==> config.mk <==
export PLATFORM = sky130hd
export DESIGN_NAME = inst_queue
export DESIGN_NICKNAME = d
export VERILOG_FILES = /design/src/rtl/inst_queue.sv
export SDC_FILE = /design/constraint.sdc
export NUM_CORES = 1
export LEC_CHECK = 0
export BUFFER_PORTS_ARGS = -buffer_cell sky130_fd_sc_hd__buf_4
export CORE_MARGIN = 2
export CORE_UTILIZATION = 55
export CTS_BUF_LIST = sky130_fd_sc_hd__clkbuf_16
export DETAILED_ROUTE_END_ITERATION = 8
export GPL_TIMING_DRIVEN = 0
export PLACE_DENSITY = 0.83
export SLEW_MARGIN = 25
export SYNTH_ARGS = -nofsm -noshare
export SYNTH_HDL_FRONTEND = slang
export SYNTH_SLANG_ARGS = --single-unit
==> constraint.sdc <==
create_clock -name clk -period 10.8 [get_ports clk]
set_input_delay 0.54 -clock clk [delete_from_list [all_inputs] [get_ports clk]]
set_output_delay 0.54 -clock clk [all_outputs]
set_load 0.05 [all_outputs]
==> src/rtl/inst_queue.sv <==
// Instruction buffer between fetch and decode: circular queue of fetched
// instructions carrying PC, fetch exception, branch flag and delay-slot tag.
module inst_queue #(
  parameter int DEPTH       = 8,
  parameter int FETCH_WIDTH = 2,
  parameter int ISSUE_WIDTH = 2
) (
  input  logic                     clk,
  input  logic                     rst,
  input  logic                     flush_i,
  input  logic [FETCH_WIDTH-1:0]   in_valid_i,
  input  logic [32*FETCH_WIDTH-1:0] in_pc_i,
  input  logic [32*FETCH_WIDTH-1:0] in_inst_i,
  input  logic [FETCH_WIDTH-1:0]   in_addr_exc_i,
  output logic                     in_ready_o,
  output logic [ISSUE_WIDTH-1:0]   out_valid_o,
  output logic [32*ISSUE_WIDTH-1:0] out_pc_o,
  output logic [32*ISSUE_WIDTH-1:0] out_inst_o,
  output logic [ISSUE_WIDTH-1:0]   out_addr_exc_o,
  output logic [ISSUE_WIDTH-1:0]   out_is_in_delayslot_o,
  output logic [ISSUE_WIDTH-1:0]   out_is_branch_o,
  input  logic [1:0]               deq_num_i,
  output logic [$clog2(DEPTH):0]   count_o
);

  localparam int AW = $clog2(DEPTH);
  localparam int CW = AW + 1;

  // MIPS branch/jump decode: J, JAL, BEQ..BGTZ, REGIMM branches, JR/JALR.
  function automatic logic is_branch_f(input logic [31:0] inst);
    logic       br;
    logic [5:0] op;
    logic [4:0] rt;
    logic [5:0] funct;
    op    = inst[31:26];
    rt    = inst[20:16];
    funct = inst[5:0];
    case (op)
      6'b000010, 6'b000011, 6'b000100,
      6'b000101, 6'b000110, 6'b000111: br = 1'b1;
      6'b000001: begin
        case (rt)
          5'b00000, 5'b00001, 5'b10000, 5'b10001: br = 1'b1;
          default: br = 1'b0;
        endcase
      end
      6'b000000: br = (funct == 6'b001000) || (funct == 6'b001001);
      default:   br = 1'b0;
    endcase
    return br;
  endfunction

  logic [31:0]      pc_mem_r   [DEPTH];
  logic [31:0]      inst_mem_r [DEPTH];
  logic [DEPTH-1:0] exc_mem_r;
  logic [DEPTH-1:0] br_mem_r;
  logic [DEPTH-1:0] ds_mem_r;

  logic [AW-1:0] head_r;
  logic [AW-1:0] tail_r;
  logic [CW-1:0] count_r;
  logic          last_br_r;

  logic [FETCH_WIDTH-1:0] slot_we_s;
  logic [FETCH_WIDTH-1:0] slot_br_s;
  logic [FETCH_WIDTH-1:0] slot_ds_s;
  logic [AW-1:0]          slot_idx_s [FETCH_WIDTH];
  logic                   chain_br_s;
  logic                   last_br_next_s;
  logic [CW-1:0]          enq_n_s;

  logic [ISSUE_WIDTH-1:0] out_valid_s;
  logic [AW-1:0]          rd_idx_s [ISSUE_WIDTH];
  logic [CW-1:0]          issue_n_s;
  logic [CW-1:0]          deq_req_s;
  logic [CW-1:0]          deq_n_s;

  // Ready is derived from the registered count only, never from this cycle's dequeue.
  assign in_ready_o = ((CW'(DEPTH) - count_r) >= CW'(FETCH_WIDTH));
  assign count_o    = count_r;

  // Enqueue slot decode; delay-slot tag chains from last_br through the group.
  always_comb begin
    enq_n_s        = '0;
    chain_br_s     = last_br_r;
    last_br_next_s = last_br_r;
    slot_we_s      = '0;
    slot_br_s      = '0;
    slot_ds_s      = '0;
    for (int k = 0; k < FETCH_WIDTH; k++) begin
      slot_idx_s[k] = tail_r + AW'(k);
      slot_br_s[k]  = is_branch_f(in_inst_i[32*k +: 32]);
      slot_ds_s[k]  = chain_br_s;
      chain_br_s    = slot_br_s[k];
      slot_we_s[k]  = in_ready_o && in_valid_i[k] && !flush_i;
      if (slot_we_s[k]) begin
        enq_n_s        = enq_n_s + CW'(1);
        last_br_next_s = slot_br_s[k];
      end else begin
        enq_n_s        = enq_n_s;
        last_br_next_s = last_br_next_s;
      end
    end
  end

  // Head-side read, issue validity and clamped dequeue count.
  always_comb begin
    out_valid_s           = '0;
    issue_n_s             = '0;
    out_pc_o              = '0;
    out_inst_o            = '0;
    out_addr_exc_o        = '0;
    out_is_in_delayslot_o = '0;
    out_is_branch_o       = '0;
    for (int j = 0; j < ISSUE_WIDTH; j++) begin
      rd_idx_s[j]              = head_r + AW'(j);
      out_pc_o[32*j +: 32]     = pc_mem_r[rd_idx_s[j]];
      out_inst_o[32*j +: 32]   = inst_mem_r[rd_idx_s[j]];
      out_addr_exc_o[j]        = exc_mem_r[rd_idx_s[j]];
      out_is_in_delayslot_o[j] = ds_mem_r[rd_idx_s[j]];
      out_is_branch_o[j]       = br_mem_r[rd_idx_s[j]];
      // A branch never issues in slot 1, so it always pairs with its delay slot later.
      if (j == 0) begin
        out_valid_s[j] = (count_r > CW'(j));
      end else begin
        out_valid_s[j] = (count_r > CW'(j)) && !br_mem_r[rd_idx_s[j]] && out_valid_s[j-1];
      end
      issue_n_s = issue_n_s + CW'(out_valid_s[j]);
    end
    deq_req_s = {{(CW-2){1'b0}}, deq_num_i};
    if (deq_req_s > issue_n_s) begin
      deq_n_s = issue_n_s;
    end else begin
      deq_n_s = deq_req_s;
    end
  end

  assign out_valid_o = out_valid_s;

  // Pointer, occupancy and branch-history registers; flush outranks enqueue/dequeue.
  always_ff @(posedge clk or negedge rst) begin
    if (!rst) begin
      head_r    <= '0;
      tail_r    <= '0;
      count_r   <= '0;
      last_br_r <= 1'b0;
    end else if (flush_i) begin
      head_r    <= '0;
      tail_r    <= '0;
      count_r   <= '0;
      last_br_r <= 1'b0;
    end else begin
      head_r    <= head_r + deq_n_s[AW-1:0];
      tail_r    <= tail_r + enq_n_s[AW-1:0];
      count_r   <= count_r + enq_n_s - deq_n_s;
      last_br_r <= last_br_next_s;
    end
  end

  // Entry storage, zeroed on reset so never-written entries read as 0.
  always_ff @(posedge clk or negedge rst) begin
    if (!rst) begin
      for (int i = 0; i < DEPTH; i++) begin
        pc_mem_r[i]   <= 32'h0;
        inst_mem_r[i] <= 32'h0;
      end
      exc_mem_r <= '0;
      br_mem_r  <= '0;
      ds_mem_r  <= '0;
    end else begin
      for (int k = 0; k < FETCH_WIDTH; k++) begin
        if (slot_we_s[k]) begin
          pc_mem_r[slot_idx_s[k]]   <= in_pc_i[32*k +: 32];
          inst_mem_r[slot_idx_s[k]] <= in_inst_i[32*k +: 32];
          exc_mem_r[slot_idx_s[k]]  <= in_addr_exc_i[k];
          br_mem_r[slot_idx_s[k]]   <= slot_br_s[k];
          ds_mem_r[slot_idx_s[k]]   <= slot_ds_s[k];
        end
      end
    end
  end

endmodule

==> results.txt, run 1 <==
The run finished with clean final reports. After detailed routing, the average wire length per cell comes to 28.5 um. The path with the worst hold slack has its endpoint at count_o[1]$_DFF_PN0_.

Worst setup path category: flip-flop to output port. The run gives 47 as the count of distinct cell types in the synthesized netlist. The run gives 0 as the number of resized instances in the post-cts repair step.

The tree built by TritonCTS fans out to 547 sinks. After global routing the overflow that remains totals 0. The most prevalent standard cell on the critical path was sky130_fd_sc_hd__buf_1. Adding up every negative setup slack in the final design gives 0 ns. The run gives 3229 as the number of nets in the synthesized netlist.

Along the worst path, the maximum fanout reaches 10. Summing all multi-input logic gate instances after layout gives 0.0186 mm2. Data on the critical path arrives at its endpoint at 4.44 ns.

In this run the horizontal extent of the chip is 254 um. The final hold violation count came out at 0. The synthesized area divided by synthesized cell count works out to 11.2 um2. On the critical path, the stage with the largest delay is an instance of sky130_fd_sc_hd__buf_1. The worst IR drop on VDD is 0.296 mV.

The tools report the endpoint class of the critical path as an output port. The root buffer cell chosen for the clock tree is sky130_fd_sc_hd__clkbuf_16. Entering global routing, the biggest net connects 92 pins. Fill cells in the final layout number 4775. For the utilization after layout, the log shows 0.626. Relative to the synthesized area, the layout overhead comes to 12.5%.

For this design the static power due to leakage is 17.3 nW. The endpoint identified for the worst register-to-register timing path is count_o[3]$_DFF_PN0_. The die height is 254 um. Category of the worst setup path launch point: a flip-flop. The routed design has 119 mm of wire.

The number of DRC violations after detailed routing was 0. The worst path in the final design needs a cycle of 4.98 ns, including I/O delays and setup. Counting instances, the worst hold path has a depth of 2. The logs give 0.0366 mm2 for the instance area at placement and 0.0643 mm2 for the die area. For the pin with the worst max-slew slack, the measured transition is 1.22 ns. For this design the ratio of total power to cell area is 360 mW/mm2. Ratio of cells with drive above 1 in the final layout: 0.269. The path class of the tightest hold or removal check is input port to flip-flop. The via count of the first global-routing pass was 28817; the remaining max-slew budget at the tightest pin was 0.185.

The worst hold path begins at flush_i. In this run, CTS created clock tree buffers numbering 60. The reg2reg setup slack came out at 5.84 ns. On the critical path the largest part of the delay comes from buffers and inverters.

The tools report the wire length of the first global-routing pass as 177 mm. After clock tree synthesis, the clock-pin slew on the worst setup and hold paths is 0.07 ns. The synthesized design contains 547 register bits. The run gives 15 as the initial antenna violation count. Walking the worst path, the cells encountered are clkbuf_1 -> buf_1 -> buf_1 -> mux4_2 -> mux2_2 -> buf_4.

Setup violations remaining at the end of the flow were counted as 0. In this run the count of I/O pins placed on the die edge is 278. Detailed placement ended at an HPWL of 78.3 mm.

The starting utilization of the core area is 0.556, and the number of buffers and inverters on the critical path is 4. The fraction of the cycle the final worst path needs was 0.461. The total global routing track utilization came out at 0.371. After the first detailed-routing iteration, the DRC count stood at 3860.

The startpoint identified for the worst register-to-register timing path is head_r[1]$_DFF_PN0_. TritonCTS built the clock tree. The count of nets left with antenna violations after detail routing was 0; the achievable frequency was 201 MHz.

Number of detailed-route iterations in the first pass: 6. The count of buffers inserted at the top-level ports came out at 147. The sequential cells in the finished layout cover a total of 0.0137 mm2.

The H-tree was split into 2 levels. With fillers left out, the area of the finished cells amounts to 0.0385 mm2. Dividing the detail-routed via count by the number of cells gives 6.80. In this design, the stage delay of the slowest critical-path cell is 0.97 ns.

For the global placement routability congestion, the log shows 0.918. The tools report the setup clock skew after layout as 0.0261 ns. STA puts the critical path data required time at 10.26 ns.

The path depth of the worst reg2reg path works out to 20. The synthesized design contains 0 enable-type register cells. The core region is 0.0616 mm2. The sequential cell area fraction in the yosys report was 0.400; the buffer levels on the longest clock path was 3. For the number of nets in the layout, the log shows 3447. The mapped netlist covers 0.0342 mm2. Share of async-settable or async-resettable flops after synthesis: 1.00. The later pin in the worst-skew pair is clocked with a latency of 0.66 ns. The logs give 3071 for the synthesized netlist cell count and 28456 for the total number of vias. The total number of placement rows is 91, and the number of maximum-capacitance violations is 0. Yosys printed 0 warnings. The max-slew violation count was 0.

Setup repair after global routing left no endpoint under its margin. Dominant register cell in the synthesized netlist: sky130_fd_sc_hd__dfrtp_1.
[per-layer routing]
layer	global-route usage	part of all wire	routed length [um]
met4	0.218	0.060	7180
met5	0	0.00037	44
met1	0.470	0.35	41800
met2	0.556	0.45	53900
met3	0.128	0.14	16200
[synthesized netlist by cell type (all sizes together) (4+ instances only)]
library cell  count  area (um2)
clkbuf          164         656
mux2i           536        5370
nand2             5        18.8
o211ai            8         153
xnor2             7        68.8
fa                4        80.1
buf             218        1210
nor4              4        37.5
inv              16        60.1
nor2b             6        37.5
a21oi           544        2740
mux4            268        6040
dfrtp           547       13700
mux2            134        1510
nor2            554        2080
o21ai             6        45.0
nor4b             5        43.8
ha               17         213
[per-stage QoR]
step	instances	setup slack [ns]	power, mW	hold slack [ns]
2_1_floorplan	3071	6.39	9.36	0.244
3_3_place_gp	4055	3.13	11.4	0.568
3_5_place_dp	4061	5.99	11.6	0.514
4_1_cts	4167	5.91	13.7	0.0894
5_1_grt	4178	5.58	14.4	0.107
6_report	4184	5.82	13.9	0.100
[sequential cells by signal (all words and copies together) (netlist names)]
signal	flops
inst_mem_r	256
pc_mem_r	256
br_mem_r	8
ds_mem_r	8
exc_mem_r	8
count_o	4
head_r	3
tail_r	3
last_br_r	1
[worst max path at each step]
stage	from	cells past startpoint	end	slack (ns)
2_1_floorplan	head_r[1]$_DFF_PN0_	18	count_o[2]$_DFF_PN0_	6.39
3_3_place_gp	rst	1	inst_mem_r[85]$_DFF_PN0_	3.13
3_5_place_dp	head_r[1]$_DFF_PN0_	20	count_o[3]$_DFF_PN0_	5.99
4_1_cts	head_r[1]$_DFF_PN0_	20	count_o[3]$_DFF_PN0_	5.91
5_1_grt	head_r[1]$_DFF_PN0_	20	count_o[3]$_DFF_PN0_	5.58
6_report	head_r[1]$_DFF_PN0_	6	out_inst_o[4]	5.82
[repair_timing]
item	4_1_cts	5_1_grt
endpoints found under the hold margin	52	0
setup buffers	0	0
hold buffers	1	0
[report_power, final]
group | switching [mW] | leakage (nW) | internal, mW
Combinational | 4.77 | 9.48 | 3.31
Clock | 0.896 | 0.964 | 1.16
Sequential | 0.746 | 6.86 | 2.98
Total | 6.42 | 17.3 | 7.44
[worst reg2reg max path, stage by stage, from the launching register on]
cell and delay (ns):
sky130_fd_sc_hd__dfrtp_1 0.43, sky130_fd_sc_hd__ha_1 0.29, sky130_fd_sc_hd__buf_2 0.28, sky130_fd_sc_hd__buf_2 0.43, sky130_fd_sc_hd__mux4_2 0.39, sky130_fd_sc_hd__mux2_2 0.37
sky130_fd_sc_hd__a211oi_1 0.31, sky130_fd_sc_hd__a21oi_1 0.09, sky130_fd_sc_hd__ha_1 0.34, sky130_fd_sc_hd__nor2_1 0.12, sky130_fd_sc_hd__a22oi_1 0.07, sky130_fd_sc_hd__o221ai_1 0.19
sky130_fd_sc_hd__a21oi_1 0.06, sky130_fd_sc_hd__a31oi_1 0.31, sky130_fd_sc_hd__ha_1 0.24, sky130_fd_sc_hd__inv_1 0.08, sky130_fd_sc_hd__ha_1 0.30, sky130_fd_sc_hd__a21o_1 0.16
sky130_fd_sc_hd__a21oi_1 0.18, sky130_fd_sc_hd__xnor2_1 0.14, sky130_fd_sc_hd__nor2_1 0.06
[layout make-up]
| cell class | instances | area share |
|---|---|---|
| buffer | 382 | 0.0487 |
| tap | 837 | 0.0272 |
| clock inverter | 44 | 0.00919 |
| antenna | 15 | 0.000974 |
| multi-input combinational | 2126 | 0.484 |
| clock buffer | 61 | 0.0396 |
| sequential | 547 | 0.355 |
| inverter | 16 | 0.00156 |
| timing repair buffer | 156 | 0.0341 |
[cells in the final DEF (no fill, tap or decap), types with 3 or more instances in the layout]
cell and n:
sky130_fd_sc_hd__clkinv_2 12, sky130_fd_sc_hd__inv_1 27, sky130_fd_sc_hd__buf_16 6, sky130_fd_sc_hd__clkinvlp_4 3, sky130_fd_sc_hd__nor4b_1 5, sky130_fd_sc_hd__clkbuf_16 61
sky130_fd_sc_hd__buf_4 164, sky130_fd_sc_hd__nor2b_1 6, sky130_fd_sc_hd__buf_2 164, sky130_fd_sc_hd__xnor2_1 6, sky130_fd_sc_hd__a21oi_2 4, sky130_fd_sc_hd__o21ai_2 4
sky130_fd_sc_hd__clkinv_1 11, sky130_fd_sc_hd__mux4_2 268, sky130_fd_sc_hd__nand2_1 5, sky130_fd_sc_hd__a21oi_1 540, sky130_fd_sc_hd__dfrtp_1 547, sky130_fd_sc_hd__clkbuf_2 37
sky130_fd_sc_hd__o211ai_4 6, sky130_fd_sc_hd__bufinv_16 6, sky130_fd_sc_hd__diode_2 15, sky130_fd_sc_hd__buf_1 16, sky130_fd_sc_hd__clkbuf_1 130, sky130_fd_sc_hd__mux2_2 134
sky130_fd_sc_hd__mux2i_1 536, sky130_fd_sc_hd__nor2_1 554, sky130_fd_sc_hd__buf_6 17, sky130_fd_sc_hd__ha_1 17, sky130_fd_sc_hd__fa_1 4, sky130_fd_sc_hd__xor2_1 3
[cell families (layout without fill, tap and decap cells)]
kind of cell               Yosys count  after routing  synth area share
and+or+nand+nor                    590            590            0.0681
adders and majority gates           21             21           0.00855
xor gates and xnor gates            10             10           0.00278
DFF                                547            547             0.400
AOI/OAI and AO/OA                  567            567            0.0878
other                                0             15                 0
muxes                              938            938             0.377
buffers and inverters              398            659            0.0562
(Power assumes the default switching activity.)
==> run 2: changes to the inputs <==
- PLACE_DENSITY: 0.83 -> 0.86
- clock period: 10.8 -> 4.15 ns (I/O delays scaled with it)
==> run 2 against run 1 <==
Final cell count is 1.6% higher; combinational power grew to 2.7 times the previous value; register-to-register slack worse by 5.7 ns; critical path type is now flip-flop to flip-flop.
==> results.txt, run 2 (synthesis results as in run 1) <==
The run finished with clean final reports. The longest clock path from root to sink contains 3 buffers. The run gives 91 as the total number of placement rows. The run gives 4515 as the layout filler cell count.

The total global routing track utilization was 0.369. Summed over all failing endpoints, the final setup total negative slack is 0 ns. For the sequential share of power, the log shows 0.264. Entering global routing, the biggest net connects 95 pins.

Destination of the worst register-to-register timing path: count_o[2]$_DFF_PN0_. The tools report the category of the worst setup path launch point as a flip-flop. The tools report the area taken by flip-flops and latches as 0.0137 mm2. The die covers 0.0643 mm2.

Starting utilization of the core area: 0.556. Measured along the x axis, the die boundary spans 254 um. The startpoint identified for the worst register-to-register timing path is head_r[0]$_DFF_PN0_.

In the final layout, the registers with the most flip-flops are inst_mem_r (256), pc_mem_r (256). The run gives 29020 as the via count of the first global-routing pass. The HPWL after detailed placement is 78.9 mm. The worst hold path passes through 3 cells.

Summing all non-filler instances in the final layout gives an area of 0.0394 mm2. The leakage power was 17.7 nW; the final hold violation count was 0. The commonest non-fill, non-tap cell in the layout was sky130_fd_sc_hd__nor2_1.

Count of buffers inserted at the top-level ports: 147. The fraction of the cycle the final worst path needs was 0.968. Excluding fillers, the count of instances in the completed layout stands at 4251. Largest fanout of any net on the critical path: 7.

Dividing the detail-routed via count by the number of cells gives 6.79. For the worst setup path, the data arrival time is 4.52 ns. For the number of DRC violations after detailed routing, the log shows 0. Actual transition at the worst max-transition pin: 1.12 ns.

The worst register-to-register path has a depth of 19. The analysis attributes to net switching a power of 17.0 mW. The utilization after layout is 0.640, and the iteration-0 DRC count of the detailed router is 3890.

Setup repair after global routing left no endpoint under its margin. The ratio of cells with drive above 1 in the final layout is 0.276. The count of nets left with antenna violations once routing finished came out at 0. Timing would allow up to 249 MHz. Routability-driven placement finished with a final weighted congestion of 0.940. The tools report the post-layout total power as 36.8 mW. The tools report the endpoint class of the critical path as a flip-flop.

The internal portion of total power was 19.8 mW. For the remaining max-slew budget at the tightest pin, the log shows 0.256. TritonCTS built the clock tree.

The end point of the most critical hold path was pc_mem_r[103]$_DFF_PN0_. The logs give 0.151 for the relative contribution of the clock network to total power and 4.65 ns for the required time reported for the critical path endpoint. The initial antenna violation count was 17; the combinational cell fraction of total power was 0.585. Setup violations remaining at the end of the flow were counted as 0. The run gives 28857 as the total number of vias.

The run gives 0.0616 mm2 as the floorplan core area. In this run the power density over the cells is 934 mW/mm2. The tools report the total number of H-tree levels as 2. TritonCTS created 58 clock buffers.

On the final layout, the worst hold slack is 0.0123 ns. After global routing the overflow that remains totals 0. The switching share of power is 0.461, and the CTS clock-pin slew for the worst setup and hold paths is 0.07 ns.

After detailed routing, the average wire length per cell comes to 28.0 um. The first global-routing pass estimated 178 mm of wire. The setup clock skew after layout is 0.0202 ns, and the minimum clock period after layout is 4.02 ns.

The tools report the max-slew violation count as 0. For this design, the sink count on the clock tree is 547. The tools report the reg2reg setup slack as 0.13 ns. The worst hold path belongs to the class input port to flip-flop. The later pin in the worst-skew pair is clocked with a latency of 0.64 ns. The area growth from synthesis to layout is 15.1%. Summing all placed instances gives a cell area of 0.0366 mm2. The worst-case IR drop observed on VDD is 0.900 mV.

The startpoint of the most critical hold path was in_pc_i[7]. The die height is 254 um, and the number of detailed-route iterations in the first pass is 6. The logs give -0.585 ns for the setup slack after placement and 3515 for the number of nets in the layout. CTS placed an instance of sky130_fd_sc_hd__clkbuf_16 at the clock tree root. For the worst path setup slack after routing, the log shows 0.131 ns. The I/O pin count came out at 278. Counting tap cells, the placed design contains a total of 4061 instances. In the layout the commonest cells are 552 x sky130_fd_sc_hd__nor2_1, 547 x sky130_fd_sc_hd__dfrtp_1, 537 x sky130_fd_sc_hd__a21oi_1, 536 x sky130_fd_sc_hd__mux2i_1, 268 x sky130_fd_sc_hd__mux4_2. The total area of multi-input combinational cells came out at 0.0187 mm2. The critical path is of the flip-flop to flip-flop type. The tools report the routed wire length as 119 mm.

Across the run, the number of max-cap violations was 0.
## run 2: cell count changes in the layout (fill, tap and decap cells not counted), moves of 3 or more
cell and change:
sky130_fd_sc_hd__clkbuf_1 -6, sky130_fd_sc_hd__buf_4 +12, sky130_fd_sc_hd__a21oi_1 -3, sky130_fd_sc_hd__inv_1 -7
sky130_fd_sc_hd__dlygate4sd3_1 +62, sky130_fd_sc_hd__diode_2 -5, sky130_fd_sc_hd__a21oi_2 +3, sky130_fd_sc_hd__clkinv_2 +7
sky130_fd_sc_hd__bufinv_16 +4, sky130_fd_sc_hd__clkbuf_2 +3, sky130_fd_sc_hd__ha_1 -3
## run 2: how the worst max path moves through the flow
stage	startpoint	to	depth (start not counted)
3_3_place_gp	rst	inst_mem_r[24]$_DFF_PN0_	1
4_1_cts	head_r[0]$_DFF_PN0_	count_o[2]$_DFF_PN0_	19
3_5_place_dp	head_r[1]$_DFF_PN0_	count_o[2]$_DFF_PN0_	19
5_1_grt	head_r[0]$_DFF_PN0_	count_o[2]$_DFF_PN0_	19
2_1_floorplan	head_r[1]$_DFF_PN0_	count_o[2]$_DFF_PN0_	19
6_report	head_r[0]$_DFF_PN0_	count_o[2]$_DFF_PN0_	19
## run 2: power groups by stage
stage | sequential [mW] | combinational (mW) | clock (mW)
3_5_place_dp | 9.63 | 20.6 | 0
5_1_grt | 9.94 | 22.4 | 5.73
6_report | 9.74 | 21.5 | 5.55
3_3_place_gp | 9.40 | 20.2 | 0
2_1_floorplan | 9.01 | 15.4 | 0
4_1_cts | 9.58 | 21.0 | 5.51
## run 2: final cells by class
| cell class | count | area share |
|---|---|---|
| antenna | 10 | 0.000635 |
| inverter | 16 | 0.00152 |
| clock buffer | 59 | 0.0374 |
| buffer | 380 | 0.0484 |
| tap | 837 | 0.0266 |
| multi-input combinational | 2126 | 0.475 |
| sequential | 547 | 0.347 |
| clock inverter | 48 | 0.0124 |
| timing repair buffer | 228 | 0.0506 |
## run 2: layer usage
layer  vias to the layer above  part of all wire  global-route usage
li1                      11687                 -                   -
met1                     14191              0.34               0.460
met2                      2435              0.46               0.571
met3                       522              0.14               0.122
met4                        22             0.056               0.200
met5                         -            0.0012                   0
## run 2: what timing repair did
item,4_1_cts,5_1_grt
buffers inserted,5,7
setup endpoints to repair,105,14
gates resized for setup,15,15
pin swaps,2,10
hold endpoints to repair,498,0
hold buffers,63,0
## run 2: critical path, stage by stage (launching register included)
cell	delay, ns
sky130_fd_sc_hd__dfrtp_1	0.40
sky130_fd_sc_hd__ha_1	0.31
sky130_fd_sc_hd__buf_6	0.14
sky130_fd_sc_hd__buf_12	0.13
sky130_fd_sc_hd__mux4_2	0.28
sky130_fd_sc_hd__mux2_4	0.32
sky130_fd_sc_hd__a211oi_4	0.26
sky130_fd_sc_hd__a21oi_2	0.07
sky130_fd_sc_hd__ha_4	0.31
sky130_fd_sc_hd__nor2_2	0.05
sky130_fd_sc_hd__a22oi_2	0.12
sky130_fd_sc_hd__o221ai_2	0.12
sky130_fd_sc_hd__a21oi_2	0.13
sky130_fd_sc_hd__a31oi_2	0.06
sky130_fd_sc_hd__ha_2	0.34
sky130_fd_sc_hd__inv_1	0.06
sky130_fd_sc_hd__ha_4	0.16
sky130_fd_sc_hd__fa_2	0.37
sky130_fd_sc_hd__xnor2_2	0.17
sky130_fd_sc_hd__nor2_1	0.06
